`config.mk`:
```
export PLATFORM = sky130hd
export DESIGN_NAME = seq_recombiner_flat
export DESIGN_NICKNAME = d
export VERILOG_FILES = /design/src/rtl/div_pkg.sv /design/src/rtl/seq_recombiner_if.sv /design/src/rtl/seq_recombiner.sv /design/src/flat_wrapper.sv
export SDC_FILE = /design/constraint.sdc
export NUM_CORES = 1
export LEC_CHECK = 0
export CAP_MARGIN = 25
export CORE_MARGIN = 2
export CORE_UTILIZATION = 48
export CTS_CLUSTER_DIAMETER = 40
export DETAILED_ROUTE_END_ITERATION = 8
export HOLD_SLACK_MARGIN = 0.08
export PLACE_DENSITY = 0.75
export SKIP_LAST_GASP = 1
export SYNTH_ARGS = -nofsm -noshare
export SYNTH_HDL_FRONTEND = slang
export SYNTH_SLANG_ARGS = --single-unit
```
`constraint.sdc`:
```
create_clock -name clk -period 1.8 [get_ports clk]
set_input_delay 0.36 -clock clk [delete_from_list [all_inputs] [get_ports clk]]
set_output_delay 0.36 -clock clk [all_outputs]
set_load 0.01 [all_outputs]
```
`src/rtl/div_pkg.sv`:
```
// rtl/div_pkg.sv - shared divider/recombiner width, state type and product width helper
package div_pkg;

    localparam int DIV_WIDTH = 4;

    typedef enum logic [1:0] {
        IDLE = 2'd0,
        RUN  = 2'd1,
        DONE = 2'd2
    } state_t;

    function automatic int prod_width(input int width);
        return 2 * width;
    endfunction

endpackage

```
`src/rtl/seq_recombiner_if.sv`:
```
// rtl/seq_recombiner_if.sv - request/result bundle between a requester and seq_recombiner
interface seq_recombiner_if
    import div_pkg::*;
#(
    parameter int WIDTH = DIV_WIDTH
);
    logic                         start;
    logic [WIDTH-1:0]             Quotient;
    logic [WIDTH-1:0]             B;
    logic [WIDTH-1:0]             Remainder;
    logic                         busy;
    logic                         done;
    logic [prod_width(WIDTH)-1:0] Product;
    logic                         invalid;

    modport master (
        output start, Quotient, B, Remainder,
        input  busy, done, Product, invalid
    );

    modport slave (
        input  start, Quotient, B, Remainder,
        output busy, done, Product, invalid
    );
endinterface

```
`src/rtl/seq_recombiner.sv`:
```
// rtl/seq_recombiner.sv - iterative shift-add rebuild of Product = Quotient*B + Remainder
// Optional macro REM_CHECK_EN: flags Remainder >= B alongside the result.
module seq_recombiner
    import div_pkg::*;
#(
    parameter int WIDTH = DIV_WIDTH
)(
    input  logic             clk,
    input  logic             reset,
    seq_recombiner_if.slave  bus
);

    localparam int PW = prod_width(WIDTH);
    localparam int CW = $clog2(WIDTH + 1);

    state_t          state;
    state_t          state_next;
    logic [PW-1:0]   acc;
    logic [PW-1:0]   mcand;
    logic [PW-1:0]   acc_step;
    logic [PW-1:0]   product;
    logic [WIDTH-1:0] mplier;
    logic [CW-1:0]   count;
    logic            last_step;

    assign acc_step  = mplier[0] ? (acc + mcand) : acc;
    assign last_step = (count == CW'(WIDTH - 1));

    always_ff @(posedge clk or posedge reset) begin
        if (reset) begin
            state <= IDLE;
        end else begin
            state <= state_next;
        end
    end

    always_comb begin
        state_next = state;
        case (state)
            IDLE:    if (bus.start) state_next = RUN;
            RUN:     if (last_step) state_next = DONE;
            DONE:    state_next = IDLE;
            default: state_next = IDLE;
        endcase
    end

    // Fixed WIDTH steps regardless of operand values, so latency never varies.
    always_ff @(posedge clk or posedge reset) begin
        if (reset) begin
            acc     <= '0;
            mcand   <= '0;
            mplier  <= '0;
            count   <= '0;
            product <= '0;
        end else begin
            case (state)
                IDLE: begin
                    if (bus.start) begin
                        acc    <= {{WIDTH{1'b0}}, bus.Remainder};
                        mcand  <= {{WIDTH{1'b0}}, bus.B};
                        mplier <= bus.Quotient;
                        count  <= '0;
                    end
                end
                RUN: begin
                    acc    <= acc_step;
                    mcand  <= mcand << 1;
                    mplier <= mplier >> 1;
                    count  <= count + CW'(1);
                    if (last_step) begin
                        product <= acc_step;
                    end
                end
                default: ;
            endcase
        end
    end

    assign bus.busy    = (state == RUN);
    assign bus.done    = (state == DONE);
    assign bus.Product = product;

`ifdef REM_CHECK_EN
    logic inv_pending;
    logic invalid_r;

    always_ff @(posedge clk or posedge reset) begin
        if (reset) begin
            inv_pending <= 1'b0;
            invalid_r   <= 1'b0;
        end else begin
            if (state == IDLE && bus.start) begin
                inv_pending <= (bus.Remainder >= bus.B);
            end
            if (state == RUN && last_step) begin
                invalid_r <= inv_pending;
            end
        end
    end

    assign bus.invalid = invalid_r;
`else
    assign bus.invalid = 1'b0;
`endif

endmodule

```
`src/flat_wrapper.sv`:
```
// flat-port wrapper written by rule: the top's interface ports become plain ports
module seq_recombiner_flat import div_pkg::*;
#(
    parameter int WIDTH = DIV_WIDTH
)
  (clk, reset, bus_start, bus_Quotient, bus_B, bus_Remainder, bus_busy, bus_done, bus_Product, bus_invalid);
  seq_recombiner_if #(.WIDTH(WIDTH)) bus_i ();
  input  logic clk;
  input  logic reset;
  input wire logic [$bits(bus_i.start)-1:0] bus_start;
  input wire logic [$bits(bus_i.Quotient)-1:0] bus_Quotient;
  input wire logic [$bits(bus_i.B)-1:0] bus_B;
  input wire logic [$bits(bus_i.Remainder)-1:0] bus_Remainder;
  output wire logic [$bits(bus_i.busy)-1:0] bus_busy;
  output wire logic [$bits(bus_i.done)-1:0] bus_done;
  output wire logic [$bits(bus_i.Product)-1:0] bus_Product;
  output wire logic [$bits(bus_i.invalid)-1:0] bus_invalid;
  assign bus_i.start = bus_start;
  assign bus_i.Quotient = bus_Quotient;
  assign bus_i.B = bus_B;
  assign bus_i.Remainder = bus_Remainder;
  assign bus_busy = bus_i.busy;
  assign bus_done = bus_i.done;
  assign bus_Product = bus_i.Product;
  assign bus_invalid = bus_i.invalid;
  seq_recombiner #(.WIDTH(WIDTH)) u_core (.clk(clk), .reset(reset), .bus(bus_i));
endmodule
```
==> qor.yml, run 1 <==
synth_async_sr_flop_share: 1.00
multi_input_area_sq_um: 931
setup.worst_path.end_class: "flip-flop"
worstPathArrival_ns: 2.14
wire_per_inst_um: 16.3
postCtsHoldBufs: 0
wl_met2_um: 2230
finalInstanceArea_sq_um: 2400
design.portCount: 26
outcome: "finished, violations left"
grt_usage: 0.240
drv_slew: 0
crit_fanout: 4
crit_chain: "ha_4, buf_4, nand4_1, a21oi_2, nor3_2, nor3_2, buf_4, xnor2_1, o21ai_1"
area_growth_pct: 37.2
fill_cells: 261
initial_core_util: 0.513
die_w_um: 64.4
critical_path_class: "reg2reg"
cts_tree: "yes"
placed_area_sq_um: 2230
violations: "setup timing"
fin_crit_ns: 1.91
hp-class: "in2async"
synth_area_sq_um: 1750
hpwl_um: 3050
cts_max_path_buffers: 2
routed_wl_um: 4590
grt_pass1_vias: 1577
wl_met1_um: 2010
ys_ff_latch: 33
crit_slowest_cell: "dfrtp_1"
final.setup_skew_ns: 0.00676
grt_pass1_wl_um: 7560
leakage_nw: 1.13
rr_worst_depth: 9
final_common_cell: "buf_4"
io_buffers: 24
top_layer: "met4"
maxClockFrequency_mhz: 524
ys.flop_type: "dfrtp_1"
grt_start_max_net_pins: 34
setup_viol: 4
slowest_delay_ns: 0.42
drt_iter0_drc: 126
hold_viol: 0
post-route-period-util: 1.06
routed-wl-met3_um: 245
cp.required_ns: 2.03
core_area_sq_um: 3420
seq_area_frac_synth: 0.471
synth_cell_types: 43
fp.dieH_um: 64.4
power_w: 0.00448
syn_avg_cell_area_sq_um: 9.90
dpl.cell_count: 267
cts_sinks: 33
whs_ns: 0.405
cts_buffers: 5
dr_total_vias: 1595
critPathLaunchType: "flip-flop"
instances_no_fill: 281
synthesis.nets: 202
antenna_left: 0
drive_gt1_frac: 0.264
cts_htree_levels: 2
drc: 0
clockRootBuffer: "clkbuf_4"
ys_warn_count: 0
gp_congestion: 0.909
ir_worst_vdd_v: 0.00105
overflow: 0
ff_latch_area_sq_um: 827
cellPowerDensity_nw_per_um2: 1860
final_cell_mix: "35 x buf_4, 32 x dfrtp_1, 22 x clkdlybuf4s50_1, 16 x nand2_1, 12 x nor2_1"
fp-row-count: 21
synth_edf_count: 0
antenna_found_initial: 0
viasPerCell: 5.68
fin_ws_ns: -0.107
first_pass_iters: 4
synthCells: 177
maxCapViolations: 0
rsz0062_at_grt: "yes"
clkTransAtPathRegs_ns: 0.10
clk_latency_ns: 0.34
final_util: 0.704
final_nets: 260
diodes: 0
dieArea_sq_um: 4150
-- sequential cells by signal, summed over array words and instances (netlist names) --
signal / flops
u_core.count: 3
u_core.mcand: 8
u_core.acc: 8
u_core.mplier: 4
u_core.bus.Product: 8
u_core.state: 2
-- cells in the mapped netlist, types with 2 or more instances --
cell type | number | area, sq um
a21o_1 | 3 | 22.5
a21oi_1 | 13 | 65.1
a22o_1 | 5 | 43.8
a31oi_1 | 7 | 43.8
and2_1 | 3 | 18.8
and3_1 | 3 | 18.8
buf_2 | 3 | 15.0
clkbuf_1 | 2 | 7.51
dfrtp_1 | 33 | 826
ha_1 | 9 | 113
inv_1 | 7 | 26.3
mux2i_1 | 5 | 50.1
nand2_1 | 16 | 60.1
nand2b_1 | 2 | 12.5
nor2_1 | 12 | 45.0
nor2b_1 | 4 | 25.0
nor3_1 | 2 | 10.0
o21a_1 | 2 | 15.0
o21ai_0 | 13 | 65.1
o22ai_1 | 7 | 43.8
xnor2_1 | 3 | 26.3
xor2_1 | 2 | 17.5
-- cell families after synthesis --
family / synth area share
DFF: 0.471
muxes: 0.0350
AOI/OAI and AO/OA: 0.206
and+or+nand+nor: 0.134
adders and majority gates: 0.0757
buffers and inverters: 0.0507
xor gates and xnor gates: 0.0250
other: 0.00214
-- final timing paths --
check	startpoint	to	slack [ns]
setup / recovery	u_core.mcand[4]	u_core.bus.Product[7]	-0.11
hold / removal	reset	u_core.mcand[3]	0.41
setup reg to reg	u_core.mcand[4]	u_core.bus.Product[7]	-0.11
hold reg to reg	u_core.bus.Product[0]	u_core.bus.Product[0]	0.49
max in group asynchronous	reset	u_core.state[0]	1.09
min in group clk	u_core.bus.Product[0]	u_core.bus.Product[0]	0.49
-- metal layers --
| metal | GRT usage | vias to the layer above |
|---|---|---|
| li1 | - | 743 |
| met1 | 0.307 | 784 |
| met2 | 0.384 | 59 |
| met3 | 0.0608 | 9 |
| met4 | 0.112 | 0 |
| met5 | 0 | - |
-- worst max-delay path, delay by kind of cell, from the launching register on --
family          cells  cell delay (ns)
flops               1             0.42
simple gates        3             0.43
xor+xnor            1             0.11
fa+ha+maj           1             0.28
buf+inv             2             0.28
compound gates      2             0.27
-- through the flow --
stage,setup slack [ns],TNS (ns)
global route,-0.181,-0.844
detailed placement,-0.104,-0.263
floorplan,-0.0377,-0.0377
global placement,-0.0530,-0.111
finish,-0.107,-0.239
CTS,-0.0344,-0.0673
-- what timing repair did --
item                       CTS  global route
pin swaps                    6             6
gates resized for setup     11             9
setup endpoints to repair    7             8
setup buffers                4             3
-- layout make-up --
class / instances / share of cell area
Timing Repair Buffer: 59 / 0.208
Multi-Input combinational cell: 127 / 0.387
Tap cell: 46 / 0.0239
Inverter: 9 / 0.0140
Sequential cell: 33 / 0.344
Clock buffer: 7 / 0.0229
-- where the power goes --
part | switching [W] | leakage [nW] | internal, W
Combinational | 0.00139 | 0.683 | 0.00137
Clock | 0.000234 | 0.0314 | 0.000184
Sequential | 0.000235 | 0.419 | 0.00106
Note: power is estimated with default switching activity, not from simulation.
==> run 2, diff against run 1 <==
--- a/config.mk
+++ b/config.mk
@@ -11,8 +11,9 @@
 export CTS_CLUSTER_DIAMETER = 40
 export DETAILED_ROUTE_END_ITERATION = 8
 export HOLD_SLACK_MARGIN = 0.08
-export PLACE_DENSITY = 0.75
+export PLACE_DENSITY_LB_ADDON = 0.12
 export SKIP_LAST_GASP = 1
 export SYNTH_ARGS = -nofsm -noshare
 export SYNTH_HDL_FRONTEND = slang
 export SYNTH_SLANG_ARGS = --single-unit
+export TNS_END_PERCENT = 100
==> run 2 against run 1 <==
The flow still finishes with violations (setup timing); sequential cell count stayed put; final cell count is 1.1% lower; sequential power hardly changed; final area is 1.5% lower; non-clock buffer count is 3 lower; setup slack better by 0.051 ns; worst hold slack hardly changed; core utilization is 1.1 points lower; sequential share of layout area is 0.47 points higher; first-iteration DRC count is 40% lower; die area stayed put; largest cell class unchanged; largest power group unchanged.
==> qor.yml, run 2 (synthesized netlist as in run 1, its figures left out) <==
wire_per_inst_um: 14.7
fin_tns_setup_ns: -0.112
dr_total_vias: 1503
clockRootBuffer: "clkbuf_4"
dpl.cell_count: 267
worstPathArrival_ns: 2.08
reg2reg_slack_ns: -0.06
antenna_found_initial: 0
instances_no_fill: 278
fp-row-count: 21
drive_gt1_frac: 0.250
critPathTopFamily: "compound AO/OA/AOI/OAI gates"
core_area_sq_um: 3420
post-route-period-util: 1.03
drv_slew: 0
crit_chain: "ha_4, a21o_1, a31o_1, o21a_1, nor3_2, buf_4, xnor2_2, o21ai_1"
ir_worst_vdd_v: 0.000791
gp_congestion: 0.877
critPathBufInv: 1
grt_pass1_wl_um: 7010
diodes: 0
fin_crit_ns: 1.86
io_buffers: 24
clkTransAtPathRegs_ns: 0.10
cellPowerDensity_nw_per_um2: 1800
cp.required_ns: 2.02
routed_wl_um: 4090
cts_tree: "yes"
overflow: 0
drc: 0
initial_core_util: 0.513
final_common_cell: "dfrtp_1"
cts_max_path_buffers: 2
critical_path_class: "reg2reg"
setup.worst_path.end_class: "flip-flop"
crit_fanout: 2
dieArea_sq_um: 4150
rsz0062_at_grt: "yes"
grt_pass1_vias: 1544
area_growth_pct: 35.1
wl_met2_um: 2000
final_cell_mix: "33 x dfrtp_1, 32 x buf_4, 22 x clkdlybuf4s50_1, 16 x nand2_1, 12 x nor2_1"
slowest_delay_ns: 0.42
grt_usage: 0.223
hpwl_um: 3060
outcome: "finished, violations left"
critPathLaunchType: "flip-flop"
fp.dieH_um: 64.4
cts_htree_levels: 2
maxCapViolations: 0
drt_iter0_drc: 76
hp-class: "in2async"
fin_ws_ns: -0.0564
cts_sinks: 33
leakage_nw: 1.11
violations: "setup timing"
power_w: 0.00426
top_layer: "met4"
antenna_left: 0
crit_slowest_cell: "dfrtp_1"
first_pass_iters: 4
viasPerCell: 5.41
finalInstanceArea_sq_um: 2370
maxClockFrequency_mhz: 539
design.portCount: 26
hold_viol: 0
routed-wl-met3_um: 209
final.setup_skew_ns: 0.00682
setup_viol: 3
clk_latency_ns: 0.33
cts_buffers: 5
final_nets: 257
placed_area_sq_um: 2230
die_w_um: 64.4
wl_met1_um: 1800
grt_start_max_net_pins: 34
## run 2: cell count changes in the layout (fill, tap and decap cells not counted), moves of 2 or more
cell	previous run	this run
xnor2_2	0	2
o21ai_1	6	4
o21ai_0	8	10
buf_4	35	32
## run 2: final cells by class
class	instances	area, sq um
clock buffers	7	55.1
fillers	268	1050
inverters	9	33.8
multi-input cells	127	918
flip-flops and latches	33	826
well taps	46	57.6
repair buffers	56	478
## run 2: worst min-delay path, stage by stage
cell	delay, ns
clkdlybuf4s50_1	0.39
inv_1	0.05
buf_4	0.36
## run 2: stage by stage
step / hold slack [ns] / utilization / worst slack (ns)
6_report: 0.405 / 0.693 / -0.0564
3_5_place_dp: 0.471 / 0.653 / -0.112
2_1_floorplan: 0.446 / - / -0.0377
5_1_grt: 0.435 / 0.693 / -0.143
4_1_cts: 0.410 / 0.685 / -0.0621
3_3_place_gp: 0.459 / 0.653 / -0.0322
## run 2: where the power goes
group	switching, W	internal (W)
Clock	0.000229	0.000184
Sequential	0.000219	0.00106
Combinational	0.00129	0.00128
Total	0.00173	0.00253
## run 2: worst paths after layout
kind / cells past startpoint / start / end
max reg2reg: 8 / u_core.acc[4] / u_core.bus.Product[7]
min: 3 / reset / u_core.mcand[6]
min in group clk: 2 / u_core.bus.Product[3] / u_core.bus.Product[3]
min reg2reg: 2 / u_core.bus.Product[3] / u_core.bus.Product[3]
max: 8 / u_core.acc[4] / u_core.bus.Product[7]
max in group asynchronous: 3 / reset / u_core.bus.Product[0]
## run 2: repair_timing
| action | 4_1_cts | 5_1_grt |
|---|---|---|
| endpoints found under the setup margin | 6 | 8 |
| gates resized for setup | 11 | 4 |
| pin swaps | 6 | 6 |
| hold buffers | 0 | 0 |
| setup buffers | 3 | 1 |
## run 2: layer usage
metal,vias to the layer above,track usage
met4,0,0.0718
met2,48,0.385
li1,737,-
met5,-,0
met1,709,0.273
met3,9,0.0573
